File: src/rtl/i2c_target_byte_engine.sv
// I2C target byte engine: synchronizes SCL/SDA, detects START/STOP, matches a
// 7-bit address, ACKs, and moves bytes to/from the host. SDA is open-drain via Sda_oe.
module i2c_target_byte_engine #(
  parameter logic [6:0] ADDR        = 7'h42,
  parameter int         SYNC_STAGES = 2
) (
  input  logic       Clk,
  input  logic       Rst,
  input  logic       Scl_in,
  input  logic       Sda_in,
  output logic       Sda_oe,
  input  logic [7:0] Tx_data,
  output logic       Tx_req,
  output logic [7:0] Rx_data,
  output logic       Rx_valid,
  output logic       Addr_match,
  output logic       Busy
);

  localparam int STAGES = (SYNC_STAGES < 2) ? 2 : SYNC_STAGES;

  typedef enum logic [2:0] {
    ST_IDLE,
    ST_ADDR,
    ST_IGNORE,
    ST_ADDR_ACK,
    ST_RX,
    ST_RX_ACK,
    ST_TX,
    ST_TX_ACK
  } state_t;

  logic [STAGES-1:0] scl_sync_reg, sda_sync_reg;
  logic              scl_d_reg, sda_d_reg;
  logic              scl_s, sda_s;
  logic              scl_rise, scl_fall, sda_rise, sda_fall;
  logic              start_det, stop_det;

  state_t     state_reg, state_next;
  logic [2:0] cnt_reg, cnt_next;
  logic       done_reg, done_next;
  logic [7:0] shift_reg, shift_next;
  logic       rw_reg, rw_next;
  logic       oe_reg, oe_next;
  logic       busy_reg, busy_next;
  logic [7:0] rx_data_reg, rx_data_next;
  logic       rx_valid_reg, rx_valid_next;
  logic       tx_req_reg, tx_req_next;
  logic       addr_match_reg, addr_match_next;

  // Synchronizers and edge-detect copies reset to 1 so an idle bus looks idle.
  always_ff @(posedge Clk) begin
    if (Rst) begin
      scl_sync_reg <= '1;
      sda_sync_reg <= '1;
      scl_d_reg    <= 1'b1;
      sda_d_reg    <= 1'b1;
    end else begin
      scl_sync_reg <= {scl_sync_reg[STAGES-2:0], Scl_in};
      sda_sync_reg <= {sda_sync_reg[STAGES-2:0], Sda_in};
      scl_d_reg    <= scl_sync_reg[STAGES-1];
      sda_d_reg    <= sda_sync_reg[STAGES-1];
    end
  end

  assign scl_s     = scl_sync_reg[STAGES-1];
  assign sda_s     = sda_sync_reg[STAGES-1];
  assign scl_rise  = scl_s & ~scl_d_reg;
  assign scl_fall  = ~scl_s & scl_d_reg;
  assign sda_rise  = sda_s & ~sda_d_reg;
  assign sda_fall  = ~sda_s & sda_d_reg;
  assign start_det = sda_fall & scl_s;
  assign stop_det  = sda_rise & scl_s;

  always_ff @(posedge Clk) begin
    if (Rst) begin
      state_reg      <= ST_IDLE;
      cnt_reg        <= 3'd7;
      done_reg       <= 1'b0;
      shift_reg      <= 8'h00;
      rw_reg         <= 1'b0;
      oe_reg         <= 1'b0;
      busy_reg       <= 1'b0;
      rx_data_reg    <= 8'h00;
      rx_valid_reg   <= 1'b0;
      tx_req_reg     <= 1'b0;
      addr_match_reg <= 1'b0;
    end else begin
      state_reg      <= state_next;
      cnt_reg        <= cnt_next;
      done_reg       <= done_next;
      shift_reg      <= shift_next;
      rw_reg         <= rw_next;
      oe_reg         <= oe_next;
      busy_reg       <= busy_next;
      rx_data_reg    <= rx_data_next;
      rx_valid_reg   <= rx_valid_next;
      tx_req_reg     <= tx_req_next;
      addr_match_reg <= addr_match_next;
    end
  end

  // done_reg marks "8th rise seen" in ADDR/RX/TX, and "initiator ACKed" in TX_ACK.
  always_comb begin
    state_next      = state_reg;
    cnt_next        = cnt_reg;
    done_next       = done_reg;
    shift_next      = shift_reg;
    rw_next         = rw_reg;
    oe_next         = oe_reg;
    busy_next       = busy_reg;
    rx_data_next    = rx_data_reg;
    rx_valid_next   = 1'b0;
    tx_req_next     = 1'b0;
    addr_match_next = 1'b0;

    if (start_det) begin
      busy_next  = 1'b1;
      oe_next    = 1'b0;
      cnt_next   = 3'd7;
      done_next  = 1'b0;
      state_next = ST_ADDR;
    end else if (stop_det) begin
      busy_next  = 1'b0;
      oe_next    = 1'b0;
      state_next = ST_IDLE;
    end else begin
      case (state_reg)
        ST_IDLE: begin
        end
        ST_ADDR, ST_RX: begin
          if (scl_rise && !done_reg) begin
            shift_next = {shift_reg[6:0], sda_s};
            if (cnt_reg == 3'd0) done_next = 1'b1;
            else                 cnt_next  = cnt_reg - 3'd1;
          end else if (scl_fall && done_reg) begin
            if (state_reg == ST_ADDR) begin
              if (shift_reg[7:1] == ADDR) begin
                oe_next         = 1'b1;
                addr_match_next = 1'b1;
                rw_next         = shift_reg[0];
                state_next      = ST_ADDR_ACK;
              end else begin
                state_next = ST_IGNORE;
              end
            end else begin
              rx_data_next  = shift_reg;
              rx_valid_next = 1'b1;
              oe_next       = 1'b1;
              state_next    = ST_RX_ACK;
            end
          end
        end
        ST_IGNORE: begin
          oe_next = 1'b0;
        end
        ST_ADDR_ACK: begin
          if (scl_rise && rw_reg) begin
            tx_req_next = 1'b1;
          end else if (scl_fall) begin
            cnt_next  = 3'd7;
            done_next = 1'b0;
            if (rw_reg) begin
              shift_next = Tx_data;
              oe_next    = ~Tx_data[7];
              state_next = ST_TX;
            end else begin
              oe_next    = 1'b0;
              state_next = ST_RX;
            end
          end
        end
        ST_RX_ACK: begin
          if (scl_fall) begin
            oe_next    = 1'b0;
            cnt_next   = 3'd7;
            done_next  = 1'b0;
            state_next = ST_RX;
          end
        end
        ST_TX: begin
          if (scl_rise && !done_reg) begin
            if (cnt_reg == 3'd0) done_next = 1'b1;
            else                 cnt_next  = cnt_reg - 3'd1;
          end else if (scl_fall && done_reg) begin
            oe_next    = 1'b0;
            done_next  = 1'b0;
            state_next = ST_TX_ACK;
          end else if (scl_fall) begin
            shift_next = {shift_reg[6:0], 1'b0};
            oe_next    = ~shift_reg[6];
          end
        end
        ST_TX_ACK: begin
          if (scl_rise) begin
            if (!sda_s) begin
              tx_req_next = 1'b1;
              done_next   = 1'b1;
            end else begin
              state_next = ST_IGNORE;
            end
          end else if (scl_fall && done_reg) begin
            shift_next = Tx_data;
            oe_next    = ~Tx_data[7];
            cnt_next   = 3'd7;
            done_next  = 1'b0;
            state_next = ST_TX;
          end
        end
        default: state_next = ST_IDLE;
      endcase
    end
  end

  assign Sda_oe     = oe_reg;
  assign Busy       = busy_reg;
  assign Rx_data    = rx_data_reg;
  assign Rx_valid   = rx_valid_reg;
  assign Tx_req     = tx_req_reg;
  assign Addr_match = addr_match_reg;

endmodule

File: config.mk
export PLATFORM = sky130hd
export DESIGN_NAME = i2c_target_byte_engine
export DESIGN_NICKNAME = d
export VERILOG_FILES = /design/src/rtl/i2c_target_byte_engine.sv
export SDC_FILE = /design/constraint.sdc
export NUM_CORES = 1
export LEC_CHECK = 0
export ABC_AREA = 1
export CAP_MARGIN = 10
export CORE_MARGIN = 5
export CORE_UTILIZATION = 56
export CTS_BUF_LIST = sky130_fd_sc_hd__clkbuf_8
export DETAILED_ROUTE_END_ITERATION = 12
export PLACE_DENSITY = 0.82
export SYNTH_ARGS = -nofsm -noshare
export SYNTH_HDL_FRONTEND = slang
export SYNTH_SLANG_ARGS = --single-unit
export TNS_END_PERCENT = 50
File: constraint.sdc
create_clock -name Clk -period 2.1 [get_ports Clk]
set_clock_uncertainty 0.15 [all_clocks]
set_input_delay 0.42 -clock Clk [delete_from_list [all_inputs] [get_ports Clk]]
set_output_delay 0.42 -clock Clk [all_outputs]
set_load 0.005 [all_outputs]
== Word-level counts from Yosys, hierarchy flattened ==
Cells that the tools add are included.

* Bits in registers: 35
* Input port bits: 12
* Output and inout port bits: 13
* Word-level logic and storage cells: 160

* Add/subtract/negate cells: 1
* Equal/unequal tests: 37
* Mux-type cells: 63
* Bitwise gates (word level): 18
* Reduce and logical (&&, ||, !) cells: 25

{| class="wikitable"
|+ Operators by type and width
! operator !! count
|-
| $mux 8 || 9
|-
| $mux 3 || 16
|-
| $pmux 8 s4 || 1
|-
| $mux 1 || 31
|-
| $ne 2x2->1 const B || 14
|-
| $ne 4x4->1 const B || 7
|-
| $reduce_and 10->1 || 2
|-
| $ne 3x3->1 const B || 5
|-
| $pmux 3 s5 || 1
|-
| $reduce_and 7->1 || 2
|-
| $eq 3x3->1 const B || 4
|-
| $not 1->1 || 12
|-
| $pmux 3 s4 || 1
|-
| $reduce_and 12->1 || 1
|-
| $reduce_and 11->1 || 1
|-
| $ne 5x5->1 const B || 2
|-
| $reduce_bool 4->1 || 2
|-
| $eq 7x7->1 const B || 1
|-
| $reduce_bool 7->1 || 1
|-
| $reduce_or 7->1 || 1
|-
| $and 1x1->1 || 6
|-
| $eq 3x2->1 const B || 2
|-
| $pmux 1 s6 || 1
|-
| $reduce_and 6->1 || 1
|-
| other kinds (16) || 20
|}

== Logic depth before layout (Yosys ltp) ==
Gate-level depths: netlist of the first run.

* Depth after elaboration: 8
* Gate-level depth with buffers: 11
* Depth with buffers taken out: 10

== Worst setup path after synthesis of the first run ==
No wires, ideal clock.

* Kind: reg2reg
* From: register cnt_reg[0]
* To: register cnt_reg[0]
* Setup time: 0.062 ns
* Arrival: 1.340 ns
* Required time: 1.888 ns
* Slack: 0.548 ns
* Stages on the path, launching flop included: 11
* Buffers on the path: 0
* Clock period less this slack: 1.552 ns
* Cells stage by stage: dfxtp_1 inv_1 ha_1 ha_1 nor2_1 nand2_1 nand2_1 nand3_1 nor2_1 nand2_1 nand3_1

* Longest elaborated chain between the ends: 4
* Elaborated cells between the ends (all ways): 9
* Those cells by class: add/sub (1); eq/ne (1); mux (5); reduce/logical (2)

{| class="wikitable"
|+ RTL lines
! element !! line !! RTL
|-
| from (decl) || 40 || <nowiki>logic [2:0] cnt_reg, cnt_next;</nowiki>
|-
| from (signal assigned) || 90 || <nowiki>cnt_reg <= cnt_next;</nowiki>
|-
| $sub 3x1->3 || 135, 184 ||
|-
| $mux 3 || 134, 183 ||
|-
| $mux 3 || 132 || <nowiki>if (scl_rise && !done_reg) begin</nowiki>
|-
| $pmux 3 s4 || 128 || <nowiki>case (state_reg)</nowiki>
|}

Parallel ways exist; a longest one is shown, timed or not. The select of a mux whose other input is x is not followed.
A chain may end at the register's enable or synchronous reset.

== Worst setup path after layout of the first run ==
* From: register done_reg
* To: register rx_data_reg[0] (netlist: Rx_data[0])

* Longest elaborated chain between the ends: 4
* Elaborated cells between the ends (all ways): 5
* Those cells by class: bitwise (1); reduce/logical (4)

{| class="wikitable"
|+ RTL lines
! element !! line !! RTL
|-
| from (decl) || 41 || <nowiki>logic done_reg, done_next;</nowiki>
|-
| from (signal assigned) || 91 || <nowiki>done_reg <= done_next;</nowiki>
|-
| $logic_not 1->1 || 132 ||
|-
| $logic_and 1x1->1 || 132 ||
|-
| $not 1->1 (no source line) || n/a ||
|-
| $reduce_and 6->1 (no source line) * || n/a ||
|-
| to (signal assigned) || 96 || <nowiki>rx_data_reg <= rx_data_next;</nowiki>
|-
| to (decl) || 46 || <nowiki>logic [7:0] rx_data_reg, rx_data_next;</nowiki>
|}

Mark *: on every way between the ends. The rest lies on a longest branch, timed or not.

==> results of run 1 <==
[how the worst max path moves through the flow]
| stage | from | to | slack [ns] | cells after the start |
|---|---|---|---|---|
| floorplan | cnt_reg[0] | cnt_reg[0] | 0.55 | 10 |
| global placement | done_reg | Rx_data[2] | 0.33 | 6 |
| detailed placement | Rst | Rx_data[0] | 0.31 | 5 |
| CTS | done_reg | Rx_data[0] | 0.29 | 6 |
| global route | scl_sync_reg[1] | Rx_data[0] | 0.04 | 7 |
| finish | done_reg | Rx_data[0] | 0.24 | 6 |
[power by group through the flow]
stage | sequential [mW] | clock [mW] | combinational [mW]
after floorplan | 0.876 | 0 | 0.891
after global placement | 0.913 | 0 | 1.07
after detailed placement | 0.913 | 0 | 1.08
after CTS | 0.898 | 0.488 | 1.09
after global routing | 0.918 | 0.523 | 1.24
final | 0.902 | 0.482 | 1.10
[critical path, delay by kind of cell, from the launching register on]
kind | cells | cell delay, ns
compound gates | 2 | 0.28
simple gates | 2 | 0.39
flops | 1 | 0.46
buf+inv | 2 | 0.50
[per-stage QoR]
stage	instances	instance area (sq um)	worst slack, ns	util (%)	power, mW
5_1_grt	340	2140	0.0427	70.0	2.68
3_5_place_dp	332	2050	0.309	67.2	1.99
2_1_floorplan	267	1770	0.548	-	1.77
6_report	340	2140	0.240	70.0	2.49
3_3_place_gp	332	2050	0.328	67.2	1.98
4_1_cts	340	2140	0.291	70.0	2.48
[cell usage in the layout (no fill, tap or decap), drive strengths merged]
master | Yosys | layout
nand3 | 23 | 23
a21oi | 19 | 19
buf | 5 | 3
nand4 | 3 | 3
inv | 27 | 28
o21ai | 23 | 23
nor4 | 1 | 1
o31ai | 1 | 1
a31oi | 1 | 1
dfxtp | 35 | 35
nor2 | 48 | 48
nor3 | 2 | 2
clkinv | 1 | 2
clkbuf | 1 | 5
o22ai | 2 | 2
nand2 | 69 | 69
clkdlybuf4s50 | 0 | 24
clkinvlp | 0 | 1
ha | 2 | 2
or2 | 4 | 4
[cell type report]
class,instances,area share [%]
clock buffers,5,3.22
inverters,28,4.92
clock inverters,3,0.761
flip-flops and latches,35,32.8
well taps,44,2.58
repair buffers,27,12.3
multi-input cells,198,43.4
[layer usage]
| metal | share of wire, % | track usage, % | vias up |
|---|---|---|---|
| met1 | 45 | 28.7 | 781 |
| met5 | 0 | 0 | - |
| li1 | - | - | 914 |
| met2 | 48 | 36.2 | 53 |
| met4 | 2.2 | 7.87 | 0 |
| met3 | 5.0 | 5.78 | 12 |
[kinds of logic (layout without fill, tap and decap cells)]
logic type               count (synthesis)  after routing  synth area share (%)
AO/OA/AOI/OAI                           46             46                  13.4
AND/OR/NAND/NOR                        150            150                  37.7
buffers and inverters                   34             63                  7.92
flip-flops                              35             35                  39.6
adder cells (fa/ha/maj)                  2              2                  1.41
==> metrics.md, run 1 <==
| Metric | Value |
|---|---|
| Outcome | finished clean |
| Count of mapped cells out of synthesis | 267 |
| Netlist cell types | 25 |
| Final wirelength | 4420 microns |
| R2r worst-path depth | 6 |
| Setup violators final | 0 |
| Critical Path RT | 2.17 ns |
| Hold_buf cts | 0 |
| Layout cell share with drive strength beyond 1 | between 10% and 20% |
| Mapped Nets | about 280 |
| Worst Hold End | scl_sync_reg[1] |
| Async set-reset flop share out of synthesis | 0% |
| Worst VDD drop | 915 uV |
| Initial Util | between 50% and 60% |
| Sequential share of power | 36.3% |
| Setup Buffers After CTS | 0 |
| Reg area | 701 sq um |
| CTS tree | done |
| GRT Total Usage | 22.4% |
| Max cap viols | 0 |
| Die height | 66.2 microns |
| Sink Count | 35 |
| Slowest-stage cell, CP | dfxtp_1 |
| Inserted Clock Buffers | 5 |
| Clock tree buffer depth | 2 |
| Ant. Diodes | 0 |
| RSZ-0062 raised after global routing | no |
| Worst slew pin tran | 0.377 ns |
| Drt drc | 0 |
| Worst path arrival time | roughly 1.9 ns |
| Vias per cell | 5.18 |
| Hold path cells | 1 |
| Post-synth EDFFs | 0 |
| Worst path most repeated cell | inv_1 |
| Post-synth top area share | 39.6% |
| CTS Root Buffer Type | clkbuf_8 |
| Initial antenna violation count | 0 |
| Total I/O pin count | 25 |
| Slew HR | 74.7% |
| Post_cts resized | 0 |
| Multi-input logic area | ~930 sq um |
| Max Slew Vio Count | 0 |
| Fmax | around 540 MHz |
| Routed WL per cell | 13.0 microns |
| Clock Pin Slew Worst Setup and Hold Paths | 0.08 ns |
| Min-Delay Path Class | reg2reg |
| FF-to-FF Start | done_reg |
| Setup crit end kind | flip-flop |
| Pint | 1.40 mW |
| Gate power share | 44.3% |
| Clk_lat worst skew | 0.29 ns |
| Sw power | between 1 and 1.5 mW |
| Core Box Area | about 3100 sq um |
| Die Footprint | between 4000 and 5000 sq um |
| Avg Synthesized Cell Area | 6.63 sq um |
| Die width | ~66 microns |
| Synth top area cells | dfxtp_1 40%, nand2_1 14%, nor2_1 8.9%, o21ai_0 6.2%, a21oi_1 5.4% |
| Synthesized area | 1770 sq um |
| Setup_tns | 0 ns |
| Grt ovf | 0 |
| Crit path max fanout | 15 |
| Warnings from Yosys | 0 |
| Final Hold Vio Count | 0 |
| Dpl hpwl | 3290 microns |
| Critical path launch point type | flip-flop |
| Critical-path cell list | nand3_2 -> inv_1 -> nand4_1 -> inv_1 -> o21ai_0 -> a21oi_1 |
| #FFs+latches synth | 35 |
| Drt initial violations | 190 |
| Sequential area share after synthesis | around two fifths |
| Pin count of the biggest net entering global routing | 19 |
| Area growth from synthesis to layout | 20.8% |
| Antenna-violating nets left | 0 |
| Routability congestion estimate | 0.969 |
| Top_reg_cell synth | dfxtp_1 |
| CP Class | reg2reg |
| Largest area contributor in the netlist | dfxtp_1 |
| CTS H-Tree Depth | 2 |
| Fin nets | around 310 |
| Slowest Stage Delay on Critical Path | about 0.46 ns |
| Most common cell in the netlist | nand2_1 |
| FILL cells | 275 |
| Setup slack, reg-to-reg | 0.24 ns |
| Fin crit share | roughly nine tenths |
| Vias | 1760 |
| Clock group share of total power | 19.4% |
| Hold_ws | 0.262 ns |
| First-pass GRT wire length | between 7000 and 8000 microns |
| Hold Crit Start | scl_sync_reg[0] |
| Number of global-route vias before repair | 1604 |
| Static leakage | 1.01 nW |
| Rows | 20 |
| P per Cell Area | ~1200 nW/um^2 |
| I/O Buffers | 24 |
| Worst R2R End | Rx_data[0] |
| Switching part of the total | 43.8% |
| Pre-antenna DRT Iters | 5 |
| Final Critical Period | between 1.5 and 2 ns |
| Synth top cells by count | 65 x nand2_1, 42 x nor2_1, 35 x dfxtp_1 |
Note: power is estimated with default switching activity, not from simulation.
==> run 2, diff against run 1 <==
CORE_UTILIZATION = 57   (was 56)
DONT_BUFFER_PORTS = 1   (was not set)
PLACE_DENSITY = 0.72   (was 0.82)
==> run 2 against run 1 <==
Effect of this change: first-iteration DRC count decreased by 20%; setup slack improved by 0.066 ns; clock power increased by 25%; sequential share of layout area increased by 4.0 points.
==> metrics.md, run 2 (synthesized netlist as in run 1, its figures left out) <==
| Metric | Value |
|---|---|
| Initial antenna violation count | 0 (unchanged) |
| Ant. Diodes | 0 (unchanged) |
| Pre-antenna DRT Iters | 4 (was 5) |
| Drt drc | 0 (unchanged) |
| Fin nets | 284 (was 309) |
| Final Critical Period | 1.79 ns (was 1.86 ns) |
| Hold_buf cts | 0 (unchanged) |
| Sink Count | 35 (unchanged) |
| Die width | 65.7 microns (was 66.2 microns) |
| Final Hold Vio Count | 0 (unchanged) |
| Slowest-stage cell, CP | dfxtp_1 (unchanged) |
| CTS Root Buffer Type | clkbuf_8 (unchanged) |
| Design Area, Final | 1900 sq um (was 2140 sq um) |
| Dpl ws | 0.331 ns (was 0.309 ns) |
| Crit-path leading delay family | buffers and inverters (unchanged) |
| Setup Buffers After CTS | 0 (unchanged) |
| CP Class | reg2reg (unchanged) |
| RSZ-0062 raised after global routing | no (unchanged) |
| Pin count of the biggest net entering global routing | 17 (was 19) |
| Fin crit share | 85.4% (was 88.6%) |
| Final wirelength | 4030 microns (was 4420 microns) |
| Commonest non-fill, non-tap cells in the layout | 65 x nand2_1, 42 x nor2_1, 35 x dfxtp_1 (unchanged) |
| Inserted Clock Buffers | 5 (unchanged) |
| Setup crit end kind | flip-flop (unchanged) |
| Die height | 65.7 microns (was 66.2 microns) |
| Clock tree buffer depth | 2 (unchanged) |
| Hold_ws | 0.0363 ns (was 0.262 ns) |
| Slew HR | 75.3% (was 74.7%) |
| FILL cells | 291 (was 275) |
| CTS tree | done (unchanged) |
| P per Cell Area | 1340 nW/um^2 (was 1160 nW/um^2) |
| I/O Buffers | 0 (was 24) |
| Most common cell after layout, fill and taps aside | nand2_1 (unchanged) |
| Worst VDD drop | 984 uV (was 915 uV) |
| Worst path arrival time | 1.87 ns (was 1.93 ns) |
| Critical-path cell list | nand3_2 -> inv_1 -> nand4_1 -> inv_1 -> o21ai_0 -> a21oi_1 (unchanged) |
| Rows | 20 (unchanged) |
| Layout cell share with drive strength beyond 1 | 11.4% (was 10.5%) |
| Dpl hpwl | 3030 microns (was 3290 microns) |
| Routability congestion estimate | 0.942 (was 0.969) |
| Placed inst area | 1790 sq um (was 2050 sq um) |
| Outcome | finished clean (unchanged) |
| First-pass GRT wire length | 6840 microns (was 7480 microns) |
| Clock Pin Slew Worst Setup and Hold Paths | 0.07 ns (was 0.08 ns) |
| Critical path launch point type | flip-flop (unchanged) |
| Setup_tns | 0 ns (unchanged) |
| Worst slew pin tran | 0.370 ns (was 0.377 ns) |
| Max cap viols | 0 (unchanged) |
| Critical Path RT | 2.18 ns (was 2.17 ns) |
| Final worst slack | 0.306 ns (was 0.240 ns) |
| Worst path most repeated cell | inv_1 (unchanged) |
| Static leakage | 0.930 nW (was 1.01 nW) |
| Vias per cell | 5.60 (was 5.18) |
| Grt ovf | 0 (unchanged) |
| Drt initial violations | 152 (was 190) |
| Area growth from synthesis to layout | 7.57% (was 20.8%) |
| Initial Util | 58.9% (was 58.0%) |
| CTS H-Tree Depth | 2 (unchanged) |
| Total I/O pin count | 25 (unchanged) |
| Number of global-route vias before repair | 1478 (was 1604) |
| Core Box Area | 3000 sq um (was 3050 sq um) |
| Min-Delay Path Class | in2reg (was reg2reg) |
| Final core utilization | 63.4% (was 70.0%) |
| Vias | 1702 (was 1760) |
| Setup violators final | 0 (unchanged) |
| Crit path max fanout | 15 (unchanged) |
| Clk_lat worst skew | 0.29 ns (about the same) |
| Worst path bufs/invs | 2 (unchanged) |
| Die Footprint | 4320 sq um (was 4380 sq um) |
| Routed WL per cell | 13.3 microns (was 13.0 microns) |
| Antenna-violating nets left | 0 (unchanged) |
| Max Slew Vio Count | 0 (unchanged) |
| Slowest Stage Delay on Critical Path | 0.46 ns (about the same) |
| Post_cts resized | 0 (unchanged) |
| GRT Total Usage | 20.8% (was 22.4%) |
| Fmax | 557 MHz (was 538 MHz) |
## run 2: power breakdown
| part | internal [mW] | switching, mW |
|---|---|---|
| Combinational | 0.339 | 0.695 |
| Clock | 0.353 | 0.251 |
| Sequential | 0.793 | 0.114 |
## run 2: per-stage QoR
stage          instances  total power, mW
6_report             304             2.55
5_1_grt              304             2.75
4_1_cts              304             2.55
3_5_place_dp         296             1.94
3_3_place_gp         296             1.93
2_1_floorplan        267             1.77
## run 2: path summary, 6_finish.rpt
path,from,endpoint,slack [ns],cells after the start
setup / recovery,done_reg,Rx_data[6],0.31,6
hold reg to reg,sda_sync_reg[0],sda_sync_reg[1],0.27,1
hold / removal,Rst,Busy,0.04,1
setup reg to reg,done_reg,Rx_data[6],0.31,6
## run 2: per-layer routing
| metal | track usage [%] | routed length [microns] | up-vias |
|---|---|---|---|
| met4 | 9.07 | 75 | 0 |
| met1 | 26.6 | 1720 | 753 |
| met5 | 0 | 0 | - |
| li1 | - | - | 865 |
| met2 | 32.5 | 1930 | 74 |
| met3 | 5.47 | 306 | 10 |
## run 2: worst reg2reg max path, delay by kind of cell, from the launching register on
kind | cells | cell delay, ns
flops | 1 | 0.46
compound gates | 2 | 0.25
buf+inv | 2 | 0.50
simple gates | 2 | 0.38
## run 2: cell type report
cell class | count | area [sq um] | area share, %
clock inverter | 3 | 43.8 | 2.30
timing repair buffer | 2 | 15.0 | 0.789
clock buffer | 5 | 68.8 | 3.62
inverter | 28 | 105 | 5.52
tap | 33 | 41.3 | 2.17
sequential | 35 | 701 | 36.8
multi-input combinational | 198 | 928 | 48.8
